===== src/rtl/pipe_elastic_buf.sv =====
// Elastic in-order queue between two pipeline stages with valid/ready handshakes,
// whole-buffer flush for squash, and a saturating back-pressure counter.
module pipe_elastic_buf #(
  parameter int WIDTH = 128,
  parameter int DEPTH = 2,
  parameter int CNT_W = 32
) (
  input  logic                       clk,
  input  logic                       reset,
  input  logic                       in_valid,
  output logic                       in_ready,
  input  logic [WIDTH-1:0]           in_data,
  output logic                       out_valid,
  input  logic                       out_ready,
  output logic [WIDTH-1:0]           out_data,
  input  logic                       flush,
  output logic [$clog2(DEPTH+1)-1:0] count,
  output logic [CNT_W-1:0]           stall_cnt
);

  localparam int OCC_W = $clog2(DEPTH + 1);
  localparam int PTR_W = (DEPTH > 1) ? $clog2(DEPTH) : 1;
  localparam logic [OCC_W-1:0] OCC_FULL = OCC_W'(DEPTH);
  localparam logic [PTR_W-1:0] PTR_LAST = PTR_W'(DEPTH - 1);

  logic [WIDTH-1:0] mem_r [DEPTH];
  logic [PTR_W-1:0] rd_ptr_r;
  logic [PTR_W-1:0] wr_ptr_r;
  logic [OCC_W-1:0] count_r;
  logic [CNT_W-1:0] stall_cnt_r;

  logic             in_ready_s;
  logic             out_valid_s;
  logic [WIDTH-1:0] out_data_s;
  logic             push_s;
  logic             pop_s;
  logic             stall_s;

  // Pointers wrap explicitly so DEPTH need not be a power of two.
  function automatic logic [PTR_W-1:0] ptr_next(input logic [PTR_W-1:0] ptr);
    logic [PTR_W-1:0] nxt;
    if (ptr == PTR_LAST) begin
      nxt = {PTR_W{1'b0}};
    end else begin
      nxt = ptr + PTR_W'(1);
    end
    return nxt;
  endfunction

  // Handshake decode; in_ready is independent of out_ready so there is no
  // combinational path from the consumer back to the producer.
  always_comb begin
    in_ready_s  = 1'b0;
    out_valid_s = 1'b0;
    out_data_s  = {WIDTH{1'b0}};
    push_s      = 1'b0;
    pop_s       = 1'b0;
    stall_s     = 1'b0;
    in_ready_s  = (count_r != OCC_FULL) && !flush;
    out_valid_s = (count_r != {OCC_W{1'b0}});
    if (out_valid_s) begin
      out_data_s = mem_r[rd_ptr_r];
    end else begin
      out_data_s = {WIDTH{1'b0}};
    end
    push_s  = in_valid && in_ready_s;
    pop_s   = out_valid_s && out_ready && !flush;
    stall_s = in_valid && !in_ready_s;
  end

  // Payload storage; contents are deliberately left unreset.
  always_ff @(posedge clk) begin
    if (push_s) begin
      mem_r[wr_ptr_r] <= in_data;
    end
  end

  // Pointer and occupancy state; reset beats flush, flush beats push/pop.
  always_ff @(posedge clk) begin
    if (reset) begin
      rd_ptr_r <= {PTR_W{1'b0}};
      wr_ptr_r <= {PTR_W{1'b0}};
      count_r  <= {OCC_W{1'b0}};
    end else if (flush) begin
      rd_ptr_r <= {PTR_W{1'b0}};
      wr_ptr_r <= {PTR_W{1'b0}};
      count_r  <= {OCC_W{1'b0}};
    end else begin
      if (push_s) begin
        wr_ptr_r <= ptr_next(wr_ptr_r);
      end
      if (pop_s) begin
        rd_ptr_r <= ptr_next(rd_ptr_r);
      end
      case ({push_s, pop_s})
        2'b10:   count_r <= count_r + OCC_W'(1);
        2'b01:   count_r <= count_r - OCC_W'(1);
        default: count_r <= count_r;
      endcase
    end
  end

  // Back-pressure counter survives flush and sticks at its maximum.
  always_ff @(posedge clk) begin
    if (reset) begin
      stall_cnt_r <= {CNT_W{1'b0}};
    end else if (stall_s && (stall_cnt_r != {CNT_W{1'b1}})) begin
      stall_cnt_r <= stall_cnt_r + CNT_W'(1);
    end
  end

  assign in_ready  = in_ready_s;
  assign out_valid = out_valid_s;
  assign out_data  = out_data_s;
  assign count     = count_r;
  assign stall_cnt = stall_cnt_r;

endmodule


===== config.mk =====
export PLATFORM = sky130hd
export DESIGN_NAME = pipe_elastic_buf
export DESIGN_NICKNAME = d
export VERILOG_FILES = /design/src/rtl/pipe_elastic_buf.sv
export SDC_FILE = /design/constraint.sdc
export NUM_CORES = 1
export LEC_CHECK = 0
export CORE_AREA = 2 2 164 166
export DETAILED_ROUTE_END_ITERATION = 10
export DIE_AREA = 0 0 166 168
export PLACE_DENSITY = 0.84
export REMOVE_ABC_BUFFERS = 1
export SLEW_MARGIN = 20
export SYNTH_ARGS = -nofsm -noshare
export SYNTH_HDL_FRONTEND = slang
export SYNTH_SLANG_ARGS = --single-unit

===== constraint.sdc =====
create_clock -name clk -period 18 [get_ports clk]
set_input_delay 5.4 -clock clk [delete_from_list [all_inputs] [get_ports clk]]
set_output_delay 5.4 -clock clk [all_outputs]
set_load 0.01 [all_outputs]

## Yosys cells after proc, flatten, opt, wreduce, memory -nomap -nowiden

Memory sizes are Yosys's and may differ from the RTL's. A register that Yosys moved wholly into a read port is not among the register bits.
Index checks and enable logic that the tools add are counted.

| storage, ports and cells | value |
|---|---|
| memory bits (writable) | 256 |
| bits of input ports | 133 |
| flip-flop bits (word level) | 36 |
| output and inout bits | 164 |
| logic and storage cells | 33 |
| memories | 1 |

| cells by class | value |
|---|---|
| equality and inequality tests | 4 |
| muxes and demuxes | 8 |
| reductions and logical operators | 11 |
| add/sub/neg operators | 5 |

Memories:

| name | words | width | read ports | clocked after memory_dff | wr ports | line | RTL |
|---|---|---|---|---|---|---|---|
| mem_r | 2 | 128 | 1 | 1 | 1 | 26 | `logic [WIDTH-1:0] mem_r [DEPTH];` |

Operators by type and width:

| cell | count |
|---|---|
| two-way mux 128 bit | 1 |
| adder 32 x 1 -> 32 bit (second input constant) | 1 |
| != test 32 bit (second input constant) | 1 |
| logical AND 1 bit | 6 |
| two-way mux 1 bit | 6 |
| one-hot mux 2 bit (2 select lines) | 1 |
| nonzero test 2 bit | 2 |
| adder 1 bit (second input constant) | 2 |
| adder 2 x 1 -> 2 bit (second input constant) | 1 |
| == test 2 x 1 -> 1 bit (second input constant) | 1 |
| == test 2 bit (second input constant) | 1 |
| zero test 1 bit | 2 |
| != test 2 bit (second input constant) | 1 |
| OR reduction 2 bit | 1 |
| subtractor 2 x 1 -> 2 bit (second input constant) | 1 |

## Longest topological paths before layout

| logic depth | value |
|---|---|
| word-level depth | 5 |
| gate-level depth with buffers | 9 |
| depth with buffers taken out | 9 |

## Least setup slack after synthesis

OpenSTA, ideal clock, no wires.

| timing path | value |
|---|---|
| kind | input port to flip-flop |
| from | in flush |
| to | mem mem_r[0][0], enable pin |
| slack | 6080 ps |
| stages on the path | 4 |
| library setup time | 617 ps |
| required time | 17383 ps |
| arrival time | 11303 ps |
| path buffers | 1 |
| cell sequence | clkbuf_1 -> nor2_1 -> nand2_1 -> nor2_1 |

| between the ends | value |
|---|---|
| word-level cells in the longest chain between the ends | 5 |

RTL lines:

| what | line | RTL |
|---|---|---|
| start, declared | 16 | `input logic flush,` |
| zero test 1 bit | 59 | `in_ready_s = (count_r != OCC_FULL) && !flush;` |
| logical AND 1 bit | 59 |  |
| net in_ready | 11 | `output logic in_ready,` |
| logical AND 1 bit | 66 | `push_s = in_valid && in_ready_s;` |
| two-way mux 1 bit | 73 | `if (push_s) begin` |
| two-way mux 1 bit (implied by the code) | 74 | `mem_r[wr_ptr_r] <= in_data;` |
| end, declared | 26 |  |

The timed path passes the listed nets, and every way through them passes these cells.

## Worst setup path in the final report

| timing path | value |
|---|---|
| from | in flush |
| to | out in_ready |

| between the ends | value |
|---|---|
| word-level cells in the longest chain between the ends | 2 |

RTL lines:

| what | line |
|---|---|
| zero test 1 bit | 59 |
| logical AND 1 bit | 59 |
| end, declared | 11 |

Every way passes these cells.

==> impl_metrics.toml <==
[outcome]
run_status = "completed"

[global_routing]
gr-total-overflow = 0
grt_pass1_vias = 7342
grt_usage = 0.181
grt_pass1_wl_um = 40200
antenna_found_initial = 0
grt_max_degree = 74

[routing]
num_vias = 7450
routed_wirelength_um = 26600
post_drt_wl_per_cell_um = 18.6
via_per_inst = 5.21
ant_nets = 0
drc = 0
dr.pass1.iters = 5
drt_iter0_markers = 654

[power_and_ir_drop]
cellLeakagePower_nw = 4.99
irDropWorstVdd_mv = 0.0586
power_density_mw_per_mm2 = 94.8

[clocking]
hold_buffers = 0
post_cts_buffers = 0
root_buffer = "clkbuf_16"
clock_sinks = 293
clk_latency_ps = 520
numCtsBuffers = 29
cts_buffer_depth = 3
cts-resized-gates = 0
cts_tree = "built"
htree_levels = 1
clk_pin_slew_ps = 60

[layout]
drive_above_1_share = 0.0800
syn2layout_area_growth_pct = 37.6
final_nets = 1201
antenna_cells = 0
fillers = 1977

[timing]
setup_violations = 0
hold_violations = 0
max_slew_margin = 0.323
fin_setup_tns_ps = 0
fmax_ghz = 0.0820
grt_setup_unrepaired = "no"
slew_viol_final = 0
post-route-period-util = 0.677
worstMarginPinSlew_ps = 1010
hold_slack_ps = 505
fin_crit_ps = 12190
finalClockSkew_ps = 7.75

[critical_path]
critPathMaxFanout = 9
r2r-start = "count[0]"
crit_path_start = "flush"
cp.required_ps = 12600
cp_cell_sequence = "clkdlybuf4s50_1 > nor2_1 > clkdlybuf4s50_1"
crit_arrival_ps = 6790
crit_top_cell = "clkdlybuf4s50_1"
end_kind = "output port"
path_buf_inv = 2
crit_type = "in -> out"
worstSetupStartpointType = "primary input"
path_delay_family = "buffers and inverters"
crit_path_top_delay_cell = "clkdlybuf4s50_1"
critPathMaxStageDelay_ps = 600

[worst_hold_path]
hp-start = "stall_cnt[22]"
min_path_type = "reg -> reg"

[synth]
synthSimpleGateAreaFrac = 0.0964
synthTopCellsByCount = "edfxtp_1, nor2_1, mux2i_1"
synth_compound_area_frac = 0.0377
netlist_area_mm2 = 0.0116
yosys-mux-area-fraction = 0.112
synth.most_common_cell = "edfxtp_1"
ys_seq_elements = 293
synth_edf_count = 256
synth_top_cell_by_area = "edfxtp_1"
synthTopCellsByArea = "edfxtp_1, mux2i_1, dfxtp_1, nor2_1, o31ai_1"
ys_seq_area_frac = 0.729
async_flop_share = 0
synth_cell_type_count = 47
synth_xor_xnor_area_share = 0.00530
synth_cells = 769
ys_warn_count = 0
synth-main-ff-cell = "edfxtp_1"
synth_fa_ha_area_frac = 0.00216
avgSynthCellArea_um2 = 15.0
synth_top_area_frac = 0.665
synth_top_family_by_area = "multiplexers"

[floorplanning]
die_area_mm2 = 0.0279
io_pins = 297
dieHeight_um = 168
die_w_um = 166
coreArea_mm2 = 0.0264
start_util = 0.439
num_rows = 60

[run]
drv_cap = 0

[placement]
port-buffer-count = 296
place.detailed.hpwl_um = 16900
gp_congestion = 0.897
[cell usage in the layout (no fill, tap or decap), types with 11 or more instances in the layout]
master           count
mux2i_1            129
a21oi_1             15
edfxtp_1           256
nand4_1             11
clkdlybuf4s50_1    296
nand2_1             17
o31ai_1             15
dfxtp_1             36
clkbuf_16           29
nor2_1             139
[registers in the layout, summed over array words and instances (netlist names), named ones only]
signal and cells:
mem_r 256, rd_ptr_r 1, count 2, wr_ptr_r 1, stall_cnt 32
[worst min-delay path, stage by stage, from the launching register on]
cell	delay, ps
dfxtp_1	330
o31ai_1	70
a21oi_1	60
[final timing paths]
check	slack [ps]	cells after the start	endpoint
max	5810	3	in_ready
min	500	2	stall_cnt[22]
max reg2reg	15000	6	mem_r[0][30]
min reg2reg	500	2	stall_cnt[22]
[report_power, final]
group,internal [mW],switching [mW]
Clock,0.410,0.245
Sequential,0.757,0.00509
Combinational,0.0501,0.0413
[through the flow]
| stage | std cells | instance area [um2] | util | power (mW) | worst slack, ps |
|---|---|---|---|---|---|
| 3_5_place_dp | 1375 | 14900 | 0.564 | 0.868 | 5820 |
| 3_3_place_gp | 1375 | 14900 | 0.564 | 0.865 | 5840 |
| 6_report | 1429 | 15900 | 0.604 | 1.51 | 5810 |
| 4_1_cts | 1428 | 15900 | 0.603 | 1.52 | 5810 |
| 2_1_floorplan | 729 | 11400 | - | 0.811 | 6270 |
| 5_1_grt | 1429 | 15900 | 0.604 | 1.56 | 5750 |
[cell type report]
| class | count | area [um2] | share of cell area |
|---|---|---|---|
| multi-input combinational | 431 | 2950 | 0.185 |
| clock inverter | 18 | 294 | 0.0185 |
| sequential | 293 | 8430 | 0.530 |
| inverter | 5 | 18.8 | 0.00118 |
| timing repair buffer | 306 | 3040 | 0.191 |
| tap | 341 | 427 | 0.0268 |
| clock buffer | 35 | 748 | 0.0470 |
[kinds of logic after synthesis]
| kind of cell | Yosys count |
|---|---|
| mux | 129 |
| buf+inv | 45 |
| xor+xnor | 7 |
| fa+ha+maj | 2 |
| flops | 293 |
| simple gates | 231 |
| compound gates | 62 |
[routing by layer]
layer | up-vias | global-route usage | wire (um)
met5 | - | 0 | 0
met4 | 0 | 0.0503 | 602
met3 | 48 | 0.0451 | 2120
met2 | 279 | 0.321 | 13400
met1 | 3620 | 0.220 | 10400
li1 | 3503 | - | -
Note: power is estimated with default switching activity, not from simulation.
